### src/rtl/fft32_mdc_ctrl.sv
// fft32_mdc_ctrl: frame sequencer for a 32-point MDC FFT pipeline.
// There are 4 lanes and 8 beats per frame. The block accepts input beats,
// inserts zero beats when a frame stalls, and tags each issued beat. The tag
// is {valid, beat index, bad}. Tags travel along a DOUT-deep delay line.
// Twiddle ROM starts, commutator selects and output framing are taken from
// the depth of the delay line that matches each datapath stage.
module fft32_mdc_ctrl #(
    parameter int D0   = 2,   // acceptance -> stage-0 twiddle multiply
    parameter int D1   = 6,   // acceptance -> stage-1 twiddle multiply
    parameter int DOUT = 10   // acceptance -> pipeline output
) (
    input  logic clk,
    input  logic rst_n,
    input  logic in_valid,
    input  logic in_sop,
    output logic in_ready,
    output logic pad,
    output logic st0_start,
    output logic st1_start,
    output logic sw0,
    output logic sw1,
    output logic out_valid,
    output logic out_sop,
    output logic out_eop,
    output logic out_err,
    output logic err,
    input  logic clr_err
);

    typedef enum logic [1:0] {
        S_IDLE = 2'd0,
        S_LOAD = 2'd1,
        S_PAD  = 2'd2
    } state_t;

    typedef struct packed {
        logic       vld;
        logic [2:0] idx;
        logic       bad;
    } beat_t;

    // A registered strobe that fires at depth d is computed from depth d-1.
    // For D0 == 1, stage-0 START has to fire in the acceptance cycle. In that
    // case it is taken straight from the issue slot.
    localparam int ST0_TAP = (D0 >= 2) ? D0 - 2 : 0;
    localparam int ST1_TAP = D1 - 2;

    state_t     state_q, state_d;
    logic [2:0] idx_q, idx_d;      // index of the next beat to issue
    logic       err_q, err_d;
    beat_t      issue_s;
    logic       new_err_s;

    beat_t      tap_s [DOUT];      // tap_s[k] = entry at depth k
    beat_t      dl_q  [1:DOUT-1];
    beat_t      dl_d  [1:DOUT-1];

    logic st0_start_q, st0_start_d;
    logic st1_start_q, st1_start_d;
    logic sw0_q, sw0_d;
    logic sw1_q, sw1_d;
    logic out_valid_q, out_valid_d;
    logic out_sop_q, out_sop_d;
    logic out_eop_q, out_eop_d;
    logic out_err_q, out_err_d;

    // Frame FSM: next state, beat index, issue slot, in_ready/pad, new errors.
    always_comb begin
        state_d   = state_q;
        idx_d     = idx_q;
        issue_s   = '0;
        new_err_s = 1'b0;
        in_ready  = 1'b0;
        pad       = 1'b0;
        case (state_q)
            S_IDLE: begin
                in_ready = 1'b1;
                // A beat that is not SOP is dropped without comment.
                if (in_valid && in_sop) begin
                    issue_s.vld = 1'b1;
                    issue_s.idx = 3'd0;
                    idx_d       = 3'd1;
                    state_d     = S_LOAD;
                end else begin
                    state_d = S_IDLE;
                end
            end
            S_LOAD: begin
                in_ready    = 1'b1;
                issue_s.vld = 1'b1;
                issue_s.idx = idx_q;
                idx_d       = idx_q + 3'd1;
                if (in_valid) begin
                    // An SOP in the middle of a frame is kept as a data beat.
                    new_err_s = in_sop;
                    state_d   = (idx_q == 3'd7) ? S_IDLE : S_LOAD;
                end else begin
                    // The frame stalled: this slot is already a zero beat.
                    pad         = 1'b1;
                    issue_s.bad = 1'b1;
                    new_err_s   = 1'b1;
                    state_d     = (idx_q == 3'd7) ? S_IDLE : S_PAD;
                end
            end
            S_PAD: begin
                pad         = 1'b1;
                issue_s.vld = 1'b1;
                issue_s.idx = idx_q;
                issue_s.bad = 1'b1;
                idx_d       = idx_q + 3'd1;
                state_d     = (idx_q == 3'd7) ? S_IDLE : S_PAD;
            end
            default: begin
                state_d = S_IDLE;
                idx_d   = 3'd0;
            end
        endcase
    end

    // Sticky error: a new error has priority over a clear in the same cycle.
    always_comb begin
        if (new_err_s) begin
            err_d = 1'b1;
        end else if (clr_err) begin
            err_d = 1'b0;
        end else begin
            err_d = err_q;
        end
    end

    // Delay line taps: depth 0 is the issue slot, and deeper taps are registers.
    always_comb begin
        tap_s[0] = issue_s;
        for (int k = 1; k < DOUT; k++) begin
            tap_s[k] = dl_q[k];
            dl_d[k]  = tap_s[k-1];
        end
    end

    // Strobe and framing outputs, computed one depth early so they can be registered.
    always_comb begin
        st0_start_d = tap_s[ST0_TAP].vld && (tap_s[ST0_TAP].idx == 3'd0);
        st1_start_d = tap_s[ST1_TAP].vld && (tap_s[ST1_TAP].idx == 3'd0);
        sw0_d       = tap_s[D0-1].vld && tap_s[D0-1].idx[2];
        sw1_d       = tap_s[D1-1].vld && tap_s[D1-1].idx[0];
        out_valid_d = tap_s[DOUT-1].vld;
        out_sop_d   = tap_s[DOUT-1].vld && (tap_s[DOUT-1].idx == 3'd0);
        out_eop_d   = tap_s[DOUT-1].vld && (tap_s[DOUT-1].idx == 3'd7);
        out_err_d   = tap_s[DOUT-1].vld && (tap_s[DOUT-1].idx == 3'd7)
                      && tap_s[DOUT-1].bad;
    end

    // State, index, error and delay-line registers; reset drops all beats in flight.
    always_ff @(posedge clk or negedge rst_n) begin
        if (!rst_n) begin
            state_q <= S_IDLE;
            idx_q   <= 3'd0;
            err_q   <= 1'b0;
            for (int k = 1; k < DOUT; k++) begin
                dl_q[k] <= '0;
            end
        end else begin
            state_q <= state_d;
            idx_q   <= idx_d;
            err_q   <= err_d;
            for (int k = 1; k < DOUT; k++) begin
                dl_q[k] <= dl_d[k];
            end
        end
    end

    // Output registers.
    always_ff @(posedge clk or negedge rst_n) begin
        if (!rst_n) begin
            st0_start_q <= 1'b0;
            st1_start_q <= 1'b0;
            sw0_q       <= 1'b0;
            sw1_q       <= 1'b0;
            out_valid_q <= 1'b0;
            out_sop_q   <= 1'b0;
            out_eop_q   <= 1'b0;
            out_err_q   <= 1'b0;
        end else begin
            st0_start_q <= st0_start_d;
            st1_start_q <= st1_start_d;
            sw0_q       <= sw0_d;
            sw1_q       <= sw1_d;
            out_valid_q <= out_valid_d;
            out_sop_q   <= out_sop_d;
            out_eop_q   <= out_eop_d;
            out_err_q   <= out_err_d;
        end
    end

    assign st0_start = (D0 >= 2) ? st0_start_q : st0_start_d;
    assign st1_start = st1_start_q;
    assign sw0       = sw0_q;
    assign sw1       = sw1_q;
    assign out_valid = out_valid_q;
    assign out_sop   = out_sop_q;
    assign out_eop   = out_eop_q;
    assign out_err   = out_err_q;
    assign err       = err_q;

endmodule

### config.mk
export PLATFORM = sky130hd
export DESIGN_NAME = fft32_mdc_ctrl
export DESIGN_NICKNAME = d
export VERILOG_FILES = /design/src/rtl/fft32_mdc_ctrl.sv
export SDC_FILE = /design/constraint.sdc
export NUM_CORES = 1
export LEC_CHECK = 0
export BUFFER_PORTS_ARGS = -buffer_cell sky130_fd_sc_hd__buf_2
export CORE_UTILIZATION = 40
export DETAILED_ROUTE_END_ITERATION = 12
export SETUP_SLACK_MARGIN = 0.05
export SLEW_MARGIN = 20
export SYNTH_ARGS = -nofsm -noshare
export SYNTH_HDL_FRONTEND = slang
export SYNTH_SLANG_ARGS = --single-unit
### constraint.sdc
create_clock -name clk -period 1.55 [get_ports clk]
set_clock_uncertainty 0.05 [all_clocks]
set_input_delay 0.2325 -clock clk [delete_from_list [all_inputs] [get_ports clk]]
set_output_delay 0.2325 -clock clk [all_outputs]
set_load 0.02 [all_outputs]
==> flow_summary.yaml <==
min_path:
  hold_start: "clr_err"
  min_path_cells: 3
  hold_end: "err$_DFFE_PN0P_"
  min_path_type: "in2reg"
sta:
  rsz0062_at_grt: "true"
  fmax_ghz: 0.609
  worst_hold_slack_ns: 0.158
  fin_crit_ns: 1.64
  slew_headroom_pct: 78.9
  drv_slew: 0
  timing.final.hold_violations: 0
  layout_setup_ws_ns: -0.0917
  tns_ns: -0.171
  worst-slew-pin-transition_ns: 0.312
  post-route-period-util_pct: 106
  setup_viol: 2
global_route:
  grt_overflow: 0
  grt_pass1_wl_mm: 4.30
  antenna_found_initial: 0
  grt_pass1_vias: 943
  grt_max_degree: 60
  grt_usage_pct: 12.5
synthesis:
  yosys-top-cells-count: "dfrtp_1, and2_1, ha_1, inv_1, nand2b_1"
  synth_compound_gate_area_share_pct: 3.86
  synth_largest_area_cell: "dfrtp_1"
  yosysUniqueCellTypes: 22
  synth-seq-cells: 59
  synthArstFlopShare_pct: 100
  synth_area_mm2: 0.00181
  synth_warnings: 0
  synthMuxAreaShare_pct: 1.66
  synth-main-ff-cell: "dfrtp_1"
  yosysMostFrequentCell: "dfrtp_1"
  synth-edff-count: 0
  seq_area_frac_synth_pct: 81.4
  syn_inst: 101
  synth-adder-area-share_pct: 4.14
  syn-num-nets: 112
  yosys.area_share.simple_pct: 8.14
  synth.avg_cell_area_um2: 18.0
  synthXorXnorAreaFrac_pct: 0
  synth_top_area_share_pct: 81.4
  synth_top_family_by_area: "simple AND/OR/NAND/NOR gates"
  synthTopCellsByArea: "dfrtp_1, ha_1, and2_1, mux2_4, nor4b_1"
placement:
  numPortBuffers: 15
  dp_cells: 169
  dp_hpwl_mm: 1.41
  dpl_worst_slack_ns: 0.00774
  dpl-instance-area_mm2: 0.00197
  place_congestion: 0.745
setup_path:
  end_kind: "output pin"
  r2r-end: "idx_q[2]$_DFFE_PN0P_"
  r2r-start: "idx_q[1]$_DFFE_PN0P_"
  worst-r2r-setup-slack_ns: 0.09
  crit_path_frequent_cell: "buf_6"
  crit_arrival_ns: 1.36
  reg2reg_depth: 4
  critPathKind: "reg2out"
  crit_slowest_cell: "dfrtp_1"
  required_ns: 1.27
  max_stage_delay_ns: 0.40
  critPathLaunchType: "flip-flop"
  path_cells: "buf_6 -> ha_4 -> or2_1 -> buf_6"
  cp_max_fo: 3
routing:
  routed_via_density: 4.49
  routed_wl_mm: 2.53
  drc: 0
  drtAntennaViolNets: 0
  drt-wirelength-per-cell_um: 13.2
  met2_length_mm: 1.20
  routed.top_layer: "met4"
  vias: 863
  drtPass1Iterations: 6
  wl_met3_um: 96
  dr.first_iter.drc_count: 42
  wl_met1_mm: 1.19
floorplanning:
  dieArea_mm2: 0.00481
  fp.dieW_um: 69.3
  die_h_um: 69.3
  io_pins: 16
  row_count: 24
  core_mm2: 0.00435
  initial_utilization_pct: 41.7
cells_and_area:
  nets: 147
  syn_to_final_growth_pct: 26.1
  layout-drive-gt1-share_pct: 34.3
  seqCellArea_mm2: 0.00148
  layout.cells.non_filler: 192
  multi_input_area_um2: 379
  diodes: 0
  fin_area_mm2: 0.00229
  final_util_pct: 52.6
  fillerInstances: 349
pwr:
  p_sw_mw: 1.15
  clkPwrFrac_pct: 28.2
  p_total_mw: 4.33
  p_sw_share_pct: 26.5
  intPower_mw: 3.18
  pwr-share-seq_pct: 50.3
  power_frac_comb_pct: 21.5
  p_leak_nw: 1.18
  max-vdd-ir-drop_uv: 771
  power_density_mw_per_mm2: 1890
cts:
  cts_buffers: 9
  cts_sinks: 59
  clock_latency_ns: 0.31
  cts_tree: "built"
  root_buffer: "clkbuf_8"
  cts_max_path_buffers: 2
  h-tree-depth: 3
  clkSlewWorstSetupHoldPaths_ns: 0.06
outcome:
  status: "finished with violations"
  violations: "setup timing"
flow_run:
  cap_violations: 0
metal layers:
layer,track usage [%],vias to the layer above
li1,-,407
met3,5.67,4
met1,14.8,434
met5,0,-
met4,8.84,0
met2,17.9,18
kinds of logic after synthesis:
logic type	count (synthesis)
simple gates	22
buf+inv	4
mux	2
fa+ha+maj	6
compound gates	8
flops	59
worst max-delay path, delay by kind of cell, from the launching register on:
family,cells,cell delay [ns]
flops,1,0.40
fa+ha+maj,1,0.16
buf+inv,2,0.26
simple gates,1,0.22
placed cells by master, fill, tap and decap left out, types with 2 or more instances in the layout:
| master | n |
|---|---|
| inv_2 | 3 |
| buf_2 | 13 |
| and2_1 | 6 |
| nand2_1 | 2 |
| clkinv_2 | 2 |
| dfrtp_1 | 59 |
| ha_1 | 3 |
| clkbuf_8 | 12 |
| ha_4 | 3 |
| nand2b_1 | 3 |
| buf_6 | 3 |
| and3b_1 | 2 |
| mux2_4 | 2 |
| nor4b_1 | 3 |
| buf_4 | 6 |
worst max-delay path by stage:
| stage | slack (ns) | depth (start not counted) | end | start |
|---|---|---|---|---|
| floorplan | 0.08 | 3 | pad | state_q[0]$_DFF_PN0_ |
| global placement | 0.08 | 4 | pad | state_q[0]$_DFF_PN0_ |
| detailed placement | 0.008 | 4 | pad | state_q[1]$_DFF_PN0_ |
| CTS | -0.1 | 4 | pad | state_q[0]$_DFF_PN0_ |
| global route | -0.15 | 4 | in_ready | state_q[0]$_DFF_PN0_ |
| finish | -0.09 | 4 | in_ready | state_q[0]$_DFF_PN0_ |
power by group through the flow:
stage	Clock, mW	Sequential [mW]	Combinational (mW)
after floorplan	0	2.25	0.384
after global placement	0	2.20	0.652
after detailed placement	0	2.22	0.674
after CTS	1.27	2.20	0.858
after global routing	1.34	2.24	1.00
final	1.22	2.18	0.930
sequential cells by signal, indices dropped and copies added, names as in the netlist:
signal	cells
err	1
out_valid_d	1
state_q	2
sw1	1
dl_d	40
st1_start	1
out_valid	1
out_eop	1
out_err	1
out_sop	1
st0_start	1
sw0	1
dl_q	4
idx_q	3
final cells by class:
class                      count  area share (%)
tap                           52            2.84
inverter                       4           0.656
clock buffer                  13            7.38
sequential                    59            64.5
clock inverter                 2           0.437
timing repair buffer          24            7.60
multi-input combinational     38            16.6
what timing repair did:
| item | in CTS | in global routing |
|---|---|---|
| setup buffers | 6 | 1 |
| hold buffers | 1 | 0 |
| gates resized for setup | 12 | 5 |
| pin swaps | 3 | 1 |
| endpoints found under the setup margin | 4 | 5 |
| endpoints found under the hold margin | 59 | 0 |
No activity file was read; power rests on OpenSTA's default activity.
